## config.mk

```make
export PLATFORM = sky130hd
export DESIGN_NAME = uart_apb_sequencer
export DESIGN_NICKNAME = d
export VERILOG_FILES = /design/src/rtl/uart_apb_sequencer.sv
export SDC_FILE = /design/constraint.sdc
export NUM_CORES = 1
export LEC_CHECK = 0
export ABC_AREA = 1
export BUFFER_PORTS_ARGS = -buffer_cell sky130_fd_sc_hd__buf_2
export CAP_MARGIN = 20
export CORE_MARGIN = 4
export CORE_UTILIZATION = 57
export DETAILED_ROUTE_END_ITERATION = 8
export GPL_ROUTABILITY_DRIVEN = 0
export PLACE_DENSITY = 0.84
export SLEW_MARGIN = 20
export SYNTH_ARGS = -nofsm -noshare
export SYNTH_HDL_FRONTEND = slang
export SYNTH_SLANG_ARGS = --single-unit
```

## constraint.sdc

```tcl
create_clock -name PCLK -period 2.99 [get_ports PCLK]
set_input_delay 0.299 -clock PCLK [delete_from_list [all_inputs] [get_ports PCLK]]
set_output_delay 0.299 -clock PCLK [all_outputs]
set_load 0.1 [all_outputs]
```

## src/rtl/uart_apb_sequencer.sv

```systemverilog
// APB3 master that configures one UART slave, then polls its status register and
// moves bytes between the UART and a TX input stream and an RX output stream.
module uart_apb_sequencer #(
    parameter logic [12:0] BAUD_VALUE = 13'd1,
    parameter logic        BIT8       = 1'b1,
    parameter logic        PARITY_EN  = 1'b0,
    parameter logic        ODD_N_EVEN = 1'b0,
    parameter logic        FRAC_EN    = 1'b0,
    parameter logic [2:0]  BAUD_FRAC  = 3'd0,
    parameter logic [3:0]  POLL_GAP   = 4'd0
) (
    input  logic       PCLK,
    input  logic       PRESETN,
    output logic [4:0] M_PADDR,
    output logic       M_PSEL,
    output logic       M_PENABLE,
    output logic       M_PWRITE,
    output logic [7:0] M_PWDATA,
    input  logic [7:0] M_PRDATA,
    input  logic       M_PREADY,
    input  logic       cfg_req,
    output logic       cfg_done,
    input  logic [7:0] tx_data,
    input  logic       tx_valid,
    output logic       tx_ready,
    output logic [7:0] rx_data,
    output logic [2:0] rx_err,
    output logic       rx_valid,
    input  logic       rx_ready,
    output logic [7:0] ovf_cnt
);
    localparam logic [4:0] A_TX    = 5'h00;
    localparam logic [4:0] A_RX    = 5'h04;
    localparam logic [4:0] A_CTRL1 = 5'h08;
    localparam logic [4:0] A_CTRL2 = 5'h0C;
    localparam logic [4:0] A_STAT  = 5'h10;
    localparam logic [4:0] A_CTRL3 = 5'h14;

    typedef enum logic [2:0] {CFG1, CFG2, CFG3, POLL, RXRD, TXWR, GAP} state_t;

    state_t     state, nxt_st, entry_st;
    logic       ptr_tx, cfg_pend, hold_full;
    logic [7:0] hold;
    logic [2:0] stat_q;
    logic [3:0] gap_cnt;
    logic       done, cfg_take, rx_want, tx_want, launch, gap_go, last_cfg;

    function automatic logic [4:0] addr_of(input state_t s);
        case (s)
            CFG1:    return A_CTRL1;
            CFG2:    return A_CTRL2;
            CFG3:    return A_CTRL3;
            RXRD:    return A_RX;
            TXWR:    return A_TX;
            default: return A_STAT;
        endcase
    endfunction

    function automatic logic [7:0] data_of(input state_t s, input logic [7:0] h);
        case (s)
            CFG1:    return BAUD_VALUE[7:0];
            CFG2:    return {BAUD_VALUE[12:8], ODD_N_EVEN, PARITY_EN, BIT8};
            CFG3:    return {5'b00000, BAUD_FRAC};
            TXWR:    return h;
            default: return 8'h00;
        endcase
    endfunction

    // launch = a SETUP phase begins at the next edge for nxt_st; completions chain
    // straight into the next SETUP so back-to-back accesses take two cycles each.
    always_comb begin
        done     = M_PSEL & M_PENABLE & M_PREADY;
        cfg_take = cfg_pend | cfg_req;
        entry_st = cfg_take ? CFG1 : POLL;
        rx_want  = M_PRDATA[1] & ~rx_valid;
        tx_want  = M_PRDATA[0] & hold_full;
        launch   = 1'b0;
        gap_go   = 1'b0;
        last_cfg = 1'b0;
        nxt_st   = entry_st;
        case (state)
            CFG1: begin
                launch = ~M_PSEL | done;
                nxt_st = M_PSEL ? CFG2 : CFG1;
            end
            CFG2: begin
                launch   = done;
                last_cfg = done & ~FRAC_EN;
                nxt_st   = FRAC_EN ? CFG3 : entry_st;
            end
            CFG3: begin
                launch   = done;
                last_cfg = done;
            end
            POLL: begin
                if (done) begin
                    if (rx_want && tx_want) nxt_st = ptr_tx ? TXWR : RXRD;
                    else if (rx_want)       nxt_st = RXRD;
                    else if (tx_want)       nxt_st = TXWR;
                    launch = rx_want | tx_want | (POLL_GAP == 4'd0);
                    gap_go = ~launch;
                end
            end
            RXRD, TXWR: launch = done;
            GAP:        launch = (gap_cnt == 4'd0);
            default:    launch = 1'b0;
        endcase
    end

    always_ff @(posedge PCLK or negedge PRESETN) begin
        if (!PRESETN) begin
            state     <= CFG1;
            M_PADDR   <= '0;
            M_PSEL    <= 1'b0;
            M_PENABLE <= 1'b0;
            M_PWRITE  <= 1'b0;
            M_PWDATA  <= '0;
            cfg_done  <= 1'b0;
            tx_ready  <= 1'b0;
            rx_data   <= '0;
            rx_err    <= '0;
            rx_valid  <= 1'b0;
            ovf_cnt   <= '0;
            ptr_tx    <= 1'b0;
            cfg_pend  <= 1'b0;
            hold      <= '0;
            hold_full <= 1'b0;
            stat_q    <= '0;
            gap_cnt   <= '0;
        end else begin
            if (cfg_req) cfg_pend <= 1'b1;
            if (tx_valid && tx_ready) begin
                hold      <= tx_data;
                hold_full <= 1'b1;
                tx_ready  <= 1'b0;
            end
            if (rx_valid && rx_ready) rx_valid <= 1'b0;
            if (done) begin
                case (state)
                    POLL: begin
                        stat_q <= M_PRDATA[4:2];
                        if (M_PRDATA[3] && ovf_cnt != 8'hFF) ovf_cnt <= ovf_cnt + 8'd1;
                        if (rx_want && tx_want) ptr_tx <= ~ptr_tx;
                    end
                    RXRD: begin
                        rx_data  <= M_PRDATA;
                        rx_err   <= stat_q;
                        rx_valid <= 1'b1;
                    end
                    TXWR: begin
                        hold_full <= 1'b0;
                        tx_ready  <= 1'b1;
                    end
                    default: ;
                endcase
            end
            if (last_cfg) begin
                cfg_done <= 1'b1;
                tx_ready <= ~hold_full;
            end
            // A pending reconfiguration entered here overrides the flags set above.
            if (launch) begin
                state     <= nxt_st;
                M_PSEL    <= 1'b1;
                M_PENABLE <= 1'b0;
                M_PADDR   <= addr_of(nxt_st);
                M_PWRITE  <= (nxt_st != POLL) && (nxt_st != RXRD);
                M_PWDATA  <= data_of(nxt_st, hold);
                if (nxt_st == CFG1) begin
                    cfg_pend <= 1'b0;
                    cfg_done <= 1'b0;
                    tx_ready <= 1'b0;
                end
            end else if (gap_go) begin
                state     <= GAP;
                gap_cnt   <= POLL_GAP - 4'd1;
                M_PSEL    <= 1'b0;
                M_PENABLE <= 1'b0;
            end else if (M_PSEL) begin
                M_PENABLE <= 1'b1;
            end else if (state == GAP) begin
                gap_cnt <= gap_cnt - 4'd1;
            end
        end
    end
endmodule
```

======== Word-level counts from Yosys, hierarchy flattened ========
Cells that the tools add are included.
word-level totals
  register bits ........................... 59
  output and inout bits ................... 38
  logic and storage cells ................. 96
  input port bits ......................... 22
cells by class
  add/sub/neg operators ................... 2
  equal/unequal tests ..................... 13
  bitwise logic cells ..................... 11
  reduce and logical (&&, ||, !) cells .... 17
  mux-type cells .......................... 35
operator list
  kind                 count
  $mux 1               25
  $pmux 5 s5           1
  $pmux 8 s2           1
  $eq 3x3->1 const B   5
  $mux 3               5
  $eq 3x2->1 const B   3
  $reduce_and 3->1     3
  $add 8x1->8 const B  1
  $ne 8x8->1 const B   1
  $eq 3x1->1 const B   2
  $logic_not 3->1      2
  $pmux 3 s2           1
  $logic_and 1x1->1    5
  $not 1->1            5
  $and 1x1->1          4
  $logic_not 4->1      1
  $pmux 1 s4           1
  $reduce_and 2->1     2
  $reduce_or 2->1      2
  $reduce_or 4->1      1
  $sub 4x1->4 const B  1
  $ne 3x2->1 const B   1
  $ne 3x3->1 const B   1
  $mux 2               1
  2 further kinds      3

======== Longest topological paths before layout ========
Gate-level depths: netlist (run 1).
  depth in word-level cells ............... 10
  gate-level depth with buffers ........... 10
  gate-level depth less buffers ........... 10

======== Worst setup path before layout (run 1) ========
Ideal clock, no wire load.
  path kind ............................... register to register
  start point ............................. reg ovf_cnt[1]
  end point ............................... reg ovf_cnt[4]
  path buffers ............................ 0
  period minus slack after synthesis ...... 2274 ps
  data arrival time ....................... 2151 ps
  cell stages (with the launch flop) ...... 9
  setup time .............................. 122 ps
  path slack .............................. 716 ps
  data required time ...................... 2868 ps
  path through ............................ dfrtp_1 > ha_1 > nand2_1 > nor2_1 > nand3_1 > o21ai_4 > inv_2 > nand3b_1 > nand2_1
between the ends
  longest elaborated chain between the ends .. 3
  elaborated cells on any way between the ends .. 4
  classes of those cells .................. add/sub: 1; eq/ne: 1; reduce/logical: 2
ends and longest elaborated chain
  element                                                              RTL line  text
  start, declared                                                      30        output logic [7:0] ovf_cnt
  start signal, assigned                                               142       if (M_PRDATA[3] && ovf_cnt != 8'hFF) ovf_cnt <= ovf_cnt + 8'd1;
  parallel branches: the longest is 3 deep, another holds $add 8x1->8  --
Parallel ways; which one is timed is not known.
A chain may end at the register's enable or synchronous reset.

======== Worst setup path after layout (run 1) ========
  start point ............................. reg state[0]
  end point ............................... reg rx_err[0]
between the ends
  longest elaborated chain between the ends .. 2
ends and longest elaborated chain
  element                            RTL line  text
  start, declared                    41        state_t state, nxt_st, entry_st;
  start signal, assigned             163       state <= nxt_st;
  $eq 3x3->1                         139       case (state)
  $reduce_and 2->1 (no source line)  --
  end signal, assigned               147       rx_err <= stat_q;
  end, declared                      27        output logic [2:0] rx_err,
Every way passes these cells.

==> results.py, run 1 <==
metrics = {
    "yosys": {
        "ys_seq_area_frac": 0.5529,
        "synth-seq-cells": 57,
        "yosys.cell_types.count": 28,
        "synth_cells": 294,
        "synth_area_um2": 2580,
        "synth_warnings": 0,
        "avgSynthCellArea_um2": 8.775,
    },
    "setup_path": {
        "end_kind": "flip-flop",
        "crit_arrival_ps": 2060,
        "cp_cell_sequence": "nor2_1 -> nand3_1 -> inv_1 -> nand2_1 -> nand2_1",
        "critical_path_class": "reg2reg",
        "path_common_cell": "nand2_1",
        "start_kind": "flip-flop",
        "cp_max_fo": 17,
        "max_stage_delay_ps": 480,
        "crit_required_ps": 3260,
        "critPathSlowestCell": "nand3_1",
    },
    "die": {
        "fp.dieW_um": 75.28,
        "start_util": 0.5925,
        "design.die.area_um2": 5666,
        "num_io_pins": 60,
        "std_cell_rows": 24,
        "core_area_um2": 4354,
        "die_h_um": 75.28,
    },
    "cts": {
        "cts_root_buffer": "clkbuf_8",
        "cts_tree": "built",
        "cts_buffers": 9,
        "cts_max_level": 3,
        "cts-resized-gates": 0,
        "clk_pin_slew_ps": 60,
        "worst_skew_pair.late_latency_ps": 330,
        "clkSinkCount": 57,
        "cts_buffer_depth": 2,
    },
    "power_and_ir_drop": {
        "internal_power_w": 0.001741,
        "powerDensity_nw_per_um2": 1246,
        "combPwrFrac": 0.521,
        "irDropWorstVdd_uv": 1056,
        "seqPwrFrac": 0.314,
        "switching_share": 0.5495,
        "pwr-share-clk": 0.165,
        "switching_power_w": 0.002124,
        "power_w": 0.003865,
        "p_leak_nw": 1.732,
    },
    "layout": {
        "finalNetCount": 385,
        "drive_above_1_share": 0.2678,
        "layout_commonest_cell": "nand2_1",
        "diodes": 0,
        "fillers": 338,
        "layout_common_cells": "nand2_1 (102), dfrtp_1 (57), buf_2 (57), nand3_1 (23)",
        "finish.utilization": 0.7124,
        "syn_to_final_growth_pct": 20.22,
        "final_cell_area_um2": 3102,
    },
    "outcome": {
        "status": "completed",
    },
    "place": {
        "placed_area_um2": 2918,
        "io_buffers": 57,
        "dp.final_hpwl_mm": 3.812,
        "pre_cts_ws_ps": 1200,
    },
    "timing": {
        "hold_viol_final": 0,
        "tightest_slew_ps": 574.1,
        "fin_skew_ps": 6.810,
        "setup_tns_ps": 0,
        "fin_crit_ps": 1788,
        "rsz0062_at_grt": "no",
        "slew_headroom": 0.6162,
        "setup_ws_ps": 1202,
        "setup_violations": 0,
        "fmaxAchievable_ghz": 0.5594,
        "period_share": 0.5979,
        "slew_violations": 0,
    },
    "routing": {
        "dr.pass1.iters": 4,
        "wl_per_cell_um": 12.85,
        "avgViaCountPerCell": 5.077,
        "ant_nets": 0,
        "route.detailed.drc": 0,
        "drt_iter0_drc": 110,
        "drt_wl_total_mm": 5.372,
        "num_vias": 2122,
    },
    "flow_run": {
        "cap_violations": 0,
    },
    "global_route": {
        "grt_pass1_vias": 2102,
        "track_usage": 0.2121,
        "grt_pass1_wl_mm": 9.052,
        "overflow": 0,
        "grt_max_degree": 43,
        "grt_antenna_before_repair": 0,
    },
    "worst_hold_path": {
        "hold_path.class": "in2reg",
    },
}
## cells by family after synthesis
logic type / count (synthesis) / synth area share
xor gates and xnor gates: 7 / 0.02376
adders and majority gates: 2 / 0.009698
buffers and inverters: 31 / 0.04849
other: 1 / 0.001454
DFF: 57 / 0.5529
muxes: 8 / 0.03492
AOI/OAI and AO/OA: 20 / 0.04802
and+or+nand+nor: 168 / 0.2808
## state kept, by name, indices dropped and copies added (netlist names), 3 cells and up
register / flops
M_PWDATA: 8
hold: 8
ovf_cnt: 8
rx_data: 8
gap_cnt: 4
M_PADDR: 3
rx_err: 3
stat_q: 3
state: 3
## synthesized netlist by cell type, drive strengths merged
master / count / share of area
mux2: 8 / 0.035
nor2: 29 / 0.053
clkinv: 1 / 0.0015
nand3b: 2 / 0.0058
nor3: 4 / 0.0078
nand4: 3 / 0.0073
a21oi: 5 / 0.014
inv: 26 / 0.038
nand3: 23 / 0.045
conb: 1 / 0.0015
dfrtp: 57 / 0.55
clkbuf: 1 / 0.0015
xnor2: 1 / 0.0034
buf: 3 / 0.0078
a31oi: 1 / 0.0024
xor2: 6 / 0.020
ha: 2 / 0.0097
nand2: 107 / 0.16
o21ai: 14 / 0.032
## power by group through the flow
| stage | Sequential (W) | Clock, W | Combinational [W] |
|---|---|---|---|
| floorplan | 0.00232 | 0 | 0.000565 |
| finish | 0.00121 | 0.000637 | 0.00202 |
| detailed placement | 0.00122 | 0 | 0.00202 |
| CTS | 0.00121 | 0.000641 | 0.00203 |
| global route | 0.00125 | 0.000673 | 0.00215 |
| global placement | 0.00121 | 0 | 0.00199 |
## per-layer routing
layer | wire [um] | GRT usage | vias up
met5 | 0 | 0 | -
met4 | 108 | 0.1029 | 0
met3 | 273 | 0.04005 | 11
met2 | 2658 | 0.3549 | 48
met1 | 2332 | 0.2646 | 1003
li1 | - | - | 1060
## metrics by stage
step	cells	hold WS, ps
floorplan	295	3.409
global placement	401	217.7
detailed placement	401	218.9
CTS	418	152.6
global route	418	151.9
finish	418	155.2
## worst paths after layout
kind	startpoint	depth (start not counted)	end	slack, ps
worst max-delay path	state[0]	5	rx_err[0]	1200
worst min-delay path	rx_ready	2	rx_valid	160
worst max register to register	state[0]	5	rx_err[0]	1200
worst min register to register	ptr_tx	1	ptr_tx	470
max in group asynchronous	PRESETN	3	M_PADDR[3]	1750
min in group asynchronous	PRESETN	2	rx_err[2]	400
## area by class of cell
type	instances	area [um2]	share of cell area
Timing Repair Buffer	59	302.8	0.09762
Clock buffer	13	158.9	0.05123
Inverter	27	101.3	0.03267
Multi-Input combinational cell	207	1032	0.3328
Clock inverter	3	15.01	0.004841
Tap cell	52	65.06	0.02098
Sequential cell	57	1426	0.4599
## what timing repair did
item,in CTS,in global routing
hold endpoints to repair,15,0
setup buffers,0,0
hold buffers,1,0
## worst max-delay path: cells and delay by family, from the launching register on
| kind | cells | cell delay [ps] |
|---|---|---|
| flops | 1 | 440 |
| buf+inv | 1 | 360 |
| simple gates | 4 | 910 |
Note: power is estimated with default switching activity, not from simulation.
==> inputs of run 2 (changes only) <==
--- a/config.mk
+++ b/config.mk
@@ -5,14 +5,14 @@
 export SDC_FILE = /design/constraint.sdc
 export NUM_CORES = 1
 export LEC_CHECK = 0
-export ABC_AREA = 1
+export ABC_AREA = 0
 export BUFFER_PORTS_ARGS = -buffer_cell sky130_fd_sc_hd__buf_2
 export CAP_MARGIN = 20
 export CORE_MARGIN = 4
-export CORE_UTILIZATION = 57
+export CORE_UTILIZATION = 48
 export DETAILED_ROUTE_END_ITERATION = 8
 export GPL_ROUTABILITY_DRIVEN = 0
-export PLACE_DENSITY = 0.84
+export PLACE_DENSITY = 0.76
 export SLEW_MARGIN = 20
 export SYNTH_ARGS = -nofsm -noshare
 export SYNTH_HDL_FRONTEND = slang
==> constraint.sdc (replaced) <==
create_clock -name PCLK -period 1.5 [get_ports PCLK]
set_input_delay 0.15 -clock PCLK [delete_from_list [all_inputs] [get_ports PCLK]]
set_output_delay 0.15 -clock PCLK [all_outputs]
set_load 0.1 [all_outputs]
==> run 2 against run 1 <==
- the flow now finishes with violations (setup timing)
- die area grew 14%
- final area is 24% higher
- total power shrank 20%
- combinational power decreased by 95%
- utilization rose by 4.4 points
- first-iteration DRC count is 37% lower
- sequential power up 27%
- largest cell class unchanged
==> results.py, run 2 <==
metrics = {
    "timing": {
        "fmaxAchievable_ghz": 0.5790,
        "setup_violations": 41,
        "hold_viol_final": 0,
        "setup_ws_ps": -227.2,
        "fin_crit_ps": 1727,
        "fin_skew_ps": 7.981,
        "rsz0062_at_grt": "yes",
        "hold_slack_ps": 41.01,
        "slew_violations": 0,
        "period_share": 1.151,
        "setup_tns_ps": -5052,
    },
    "setup_path": {
        "crit_required_ps": 1720,
        "critical_path_class": "reg2reg",
        "critPathSlowestCell": "dfrtp_2",
        "crit_family": "compound AO/OA/AOI/OAI gates",
        "end_kind": "flip-flop",
        "cp_max_fo": 8,
        "cp_cell_sequence": "and3b_2 -> nand2_4 -> o31ai_4 -> nor2_2 -> o32a_1",
        "crit_buf_inv": 0,
        "crit_arrival_ps": 1950,
        "start_kind": "flip-flop",
        "max_stage_delay_ps": 480,
    },
    "cts": {
        "cts_tree": "built",
        "clk_pin_slew_ps": 70,
        "cts_root_buffer": "clkbuf_8",
        "cts_buffers": 9,
        "cts_max_level": 3,
        "cts_buffer_depth": 2,
        "clkSinkCount": 57,
        "worst_skew_pair.late_latency_ps": 340,
    },
    "die": {
        "start_util": 0.4941,
        "design.die.area_um2": 6444,
        "die_h_um": 80.28,
        "std_cell_rows": 26,
        "num_io_pins": 60,
        "core_area_um2": 5075,
        "fp.dieW_um": 80.28,
    },
    "yosys": {
        "yosys.cell_types.count": 44,
        "avgSynthCellArea_um2": 12.41,
        "synthFlopType": "dfrtp_1",
        "yosysTopAreaCellShare": 0.5689,
        "netlist_top_cells_count": "dfrtp_1 (57), mux2_2 (22), nand2_1 (16)",
        "async_reset_ff_frac": 1.000,
        "synth_edf_count": 0,
        "synth_area_leaders": "dfrtp_1 (57%), mux2_2 (9.9%), a22o_1 (2.4%)",
        "yosys.area.top_type": "dfrtp_1",
        "synth_most_common_cell": "dfrtp_1",
        "synth_area_um2": 2507,
        "synth-seq-cells": 57,
        "ys_seq_area_frac": 0.5689,
        "synth_warnings": 0,
        "synth_cells": 202,
    },
    "outcome": {
        "status": "complete, but fails checks",
        "violations": "setup timing",
    },
    "place": {
        "io_buffers": 57,
        "pre_cts_ws_ps": -245.3,
        "dp.final_hpwl_mm": 3.904,
    },
    "power_and_ir_drop": {
        "p_leak_nw": 1.996,
        "irDropWorstVdd_uv": 610.0,
        "powerDensity_nw_per_um2": 801.5,
    },
    "routing": {
        "wl_per_cell_um": 15.50,
        "drt_iter0_drc": 69,
        "avgViaCountPerCell": 5.063,
        "route.detailed.drc": 0,
        "ant_nets": 0,
        "num_vias": 2010,
        "dr.pass1.iters": 6,
        "drt_wl_total_mm": 6.152,
    },
    "global_route": {
        "track_usage": 0.2038,
        "grt_pass1_vias": 1996,
        "grt_pass1_wl_mm": 9.908,
        "grt_antenna_before_repair": 0,
        "grt_max_degree": 58,
        "overflow": 0,
    },
    "worst_hold_path": {
        "hold_path.class": "in2reg",
    },
    "layout": {
        "finalNetCount": 346,
        "syn_to_final_growth_pct": 53.14,
        "layout_commonest_cell": "buf_2",
        "fillers": 335,
        "drive_above_1_share": 0.6239,
        "diodes": 0,
        "layout_common_cells": "buf_2 (57), buf_4 (49), dfrtp_1 (43), nand2_1 (14), mux2_4 (12)",
    },
    "flow_run": {
        "cap_violations": 0,
    },
}
## run 2: cell types whose count changed after synthesis, moves of 6 or more
cell,change
o21ai_1,-6
inv_1,-16
xnor2_1,+6
mux2_2,+14
nor2_1,-11
nand2_1,-86
nand3_1,-19
a22o_1,+7
## run 2: final cells by class
type                       count  area (um2)  area share
clock buffer                  13       158.9     0.04138
clock inverter                 3       40.04     0.01043
inverter                       6       22.52    0.005865
multi-input combinational    130        1237      0.3223
sequential                    57        1464      0.3812
tap                           70       87.58     0.02281
timing repair buffer         118       829.5      0.2160
## run 2: path summary, 6_finish.rpt
| kind | end | depth (start not counted) | startpoint | slack [ps] |
|---|---|---|---|---|
| max | M_PWRITE | 5 | state[2] | -230 |
| min | rx_data[6] | 2 | M_PRDATA[6] | 40 |
| max in group asynchronous | M_PENABLE | 3 | PRESETN | 890 |
| min reg2reg | M_PWDATA[5] | 1 | hold[5] | 480 |
| max reg2reg | M_PWRITE | 5 | state[2] | -230 |
| min in group asynchronous | rx_data[3] | 3 | PRESETN | 350 |
## run 2: cells by family after synthesis
group           synth area share
compound gates            0.1113
xor+xnor                 0.04192
fa+ha+maj               0.009978
buf+inv                  0.03992
flops                     0.5689
mux                      0.09880
other cells             0.001496
simple gates              0.1277
## run 2: report_power, final
group / switching, W / internal, W
clock network: 0.000583 / 0.000853
registers: 0.0000000000000000000286 / 0.00154
logic: 0.0000717 / 0.0000327
total: 0.000655 / 0.00242
## run 2: stage by stage
stage	utilization	power [W]	instances	area [um2]
floorplan	-	0.001600	203	2648
global route	0.7567	0.003200	397	3840
CTS	0.7261	0.003106	390	3685
finish	0.7567	0.003078	397	3840
detailed placement	0.6524	0.001669	367	3311
global placement	0.6524	0.001668	367	3311
## run 2: metal layers
metal / wire length [um] / track usage / vias up
li1: - / - / 955
met5: 0 / 0 / -
met4: 124 / 0.08446 / 0
met1: 2590 / 0.2790 / 983
met2: 3120 / 0.3113 / 56
met3: 317 / 0.04709 / 16
## run 2: repair_timing
action | 4_1_cts | 5_1_grt
buffers inserted | 6 | 8
endpoints found under the setup margin | 38 | 44
hold buffers | 1 | 0
gates cloned | 1 | 0
pin swaps | 2 | 15
hold endpoints to repair | 57 | 0
resized for setup | 22 | 22
==> inputs of run 3 (changes only) <==
--- a/config.mk
+++ b/config.mk
@@ -5,14 +5,12 @@
 export SDC_FILE = /design/constraint.sdc
 export NUM_CORES = 1
 export LEC_CHECK = 0
-export ABC_AREA = 0
 export BUFFER_PORTS_ARGS = -buffer_cell sky130_fd_sc_hd__buf_2
 export CAP_MARGIN = 20
 export CORE_MARGIN = 4
-export CORE_UTILIZATION = 48
+export CORE_UTILIZATION = 40
 export DETAILED_ROUTE_END_ITERATION = 8
 export GPL_ROUTABILITY_DRIVEN = 0
-export PLACE_DENSITY = 0.76
 export SLEW_MARGIN = 20
 export SYNTH_ARGS = -nofsm -noshare
 export SYNTH_HDL_FRONTEND = slang
==> run 3 against run 2 <==
- the run still ends with setup timing left
- non-clock buffer count fell by 3
- via count fell by 1.8%
- maximum frequency rose by 3.8%
- clock-buffer cell count fell by 2
- final area fell by 2.2%
- sequential power barely moved
- clock power fell by 9%
- combinational power barely moved
- critical endpoint unchanged
==> results.py, run 3 (synthesis results as in run 2) <==
metrics = {
    "layout": {
        "drive_above_1_share": 0.6173,
        "layout_common_cells": "buf_2 (56), dfrtp_1 (44), buf_4 (44), nand2_1 (14), mux2_4 (14)",
        "finalNetCount": 343,
        "syn_to_final_growth_pct": 49.80,
        "fin_cells": 399,
        "layout_commonest_cell": "buf_2",
        "diodes": 0,
    },
    "setup_path": {
        "crit_arrival_ps": 1880,
        "cp_cell_sequence": "buf_6 -> nor4_1 -> or3_4 -> nand2b_1 -> o32a_1",
        "max_stage_delay_ps": 400,
        "critical_path_class": "reg2reg",
        "crit_required_ps": 1720,
        "critPathSlowestCell": "dfrtp_1",
        "cp_max_fo": 5,
        "start_kind": "flip-flop",
        "end_kind": "flip-flop",
    },
    "die": {
        "core_area_um2": 5991,
        "design.die.area_um2": 7599,
        "std_cell_rows": 28,
        "start_util": 0.4185,
        "num_io_pins": 60,
        "fp.dieW_um": 87.18,
        "die_h_um": 87.18,
    },
    "cts": {
        "cts_buffers": 9,
        "worst_skew_pair.late_latency_ps": 340,
        "cts_buffer_depth": 2,
        "clk_pin_slew_ps": 70,
        "clkSinkCount": 57,
        "cts_root_buffer": "clkbuf_8",
        "cts_max_level": 3,
        "cts_tree": "built",
    },
    "global_route": {
        "grt_max_degree": 58,
        "grt_antenna_before_repair": 0,
        "grt_pass1_wl_mm": 9.591,
        "overflow": 0,
        "track_usage": 0.1671,
        "grt_pass1_vias": 1926,
    },
    "place": {
        "dp.final_hpwl_mm": 4.109,
        "io_buffers": 57,
        "dp_cells": 372,
    },
    "timing": {
        "slew_violations": 0,
        "fmaxAchievable_ghz": 0.6010,
        "setup_tns_ps": -2728,
        "rsz0062_at_grt": "yes",
        "slew_headroom": 0.6543,
        "hold_viol_final": 0,
        "period_share": 1.109,
        "fin_skew_ps": 8.296,
        "setup_violations": 36,
        "tightest_slew_ps": 513.8,
        "fin_crit_ps": 1664,
        "setup_ws_ps": -163.8,
    },
    "outcome": {
        "status": "complete, but fails checks",
        "violations": "setup timing",
    },
    "routing": {
        "avgViaCountPerCell": 4.945,
        "wl_met3_um": 225,
        "drt_wl_total_mm": 6.159,
        "route.detailed.drc": 0,
        "met2_wirelength_mm": 3.099,
        "dr.pass1.iters": 4,
        "num_vias": 1973,
        "wl_per_cell_um": 15.44,
        "drt_iter0_drc": 98,
        "ant_nets": 0,
        "drt-met1-wl_mm": 2.699,
        "top_layer": "met4",
    },
    "power_and_ir_drop": {
        "irDropWorstVdd_uv": 524.7,
        "p_leak_nw": 1.957,
        "powerDensity_nw_per_um2": 784.5,
    },
    "worst_hold_path": {
        "hold_path.class": "in2reg",
    },
    "flow_run": {
        "cap_violations": 0,
    },
}
==> run 3: cell count changes in the layout (fill, tap and decap cells not counted), moves of 2 or more <==
cell        delta
buf_4          -5
buf_6          +4
clkbuf_1       -2
clkinvlp_4     +2
mux2_2         -2
mux2_4         +2
nor2_2         +2
o21ai_1        -2
==> run 3: per-layer routing <==
layer	vias to the layer above	track usage
li1	948	-
met1	975	0.2118
met2	38	0.2671
met3	12	0.03406
met4	0	0.09205
met5	-	0
==> run 3: through the flow <==
step	util	hold slack (ps)	area (um2)	setup slack, ps	power (W)
5_1_grt	0.6270	29.28	3756	-231.0	0.003055
4_1_cts	0.6096	31.62	3652	-141.2	0.002966
3_5_place_dp	0.5537	172.3	3317	-228.4	0.001669
2_1_floorplan	-	-145.6	2648	-301.0	0.001600
3_3_place_gp	0.5537	173.4	3317	-160.8	0.001668
6_report	0.6270	42.19	3756	-163.8	0.002947
==> run 3: critical path, delay by kind of cell, from the launching register on <==
| family | cells | cell delay (ps) |
|---|---|---|
| buffers and inverters | 1 | 140 |
| AND/OR/NAND/NOR | 3 | 670 |
| AO/OA/AOI/OAI | 1 | 340 |
| flip-flops | 1 | 400 |
==> run 3: layout make-up <==
type	instances	area [um2]
Clock buffer	11	151.4
Clock inverter	5	30.03
Fill cell	500	2235
Inverter	6	25.02
Multi-Input combinational cell	130	1201
Sequential cell	57	1463
Tap cell	75	93.84
Timing Repair Buffer	115	792.0
==> run 3: worst paths after layout <==
path | start | endpoint | slack [ps] | depth (start not counted)
max in group asynchronous | PRESETN | M_PENABLE | 870 | 3
worst min-delay path | M_PRDATA[6] | rx_data[6] | 40 | 2
worst max register to register | state[0] | M_PWRITE | -160 | 5
worst min register to register | stat_q[1] | stat_q[1] | 480 | 2
worst max-delay path | state[0] | M_PWRITE | -160 | 5
min in group asynchronous | PRESETN | ovf_cnt[4] | 340 | 3
==> run 3: timing repair <==
action                                 4_1_cts  5_1_grt
resized for setup                           18       30
endpoints found under the hold margin       57        0
pin swaps                                    4        3
gates cloned                                 1        1
hold buffers                                 1        0
setup endpoints to repair                   38       44
buffers inserted                             6        4
==> run 3: report_power, final <==
part                      switching [W]  internal, W
sequential     0.0000000000000000000508      0.00154
clock                          0.000627     0.000679
combinational                 0.0000708    0.0000327
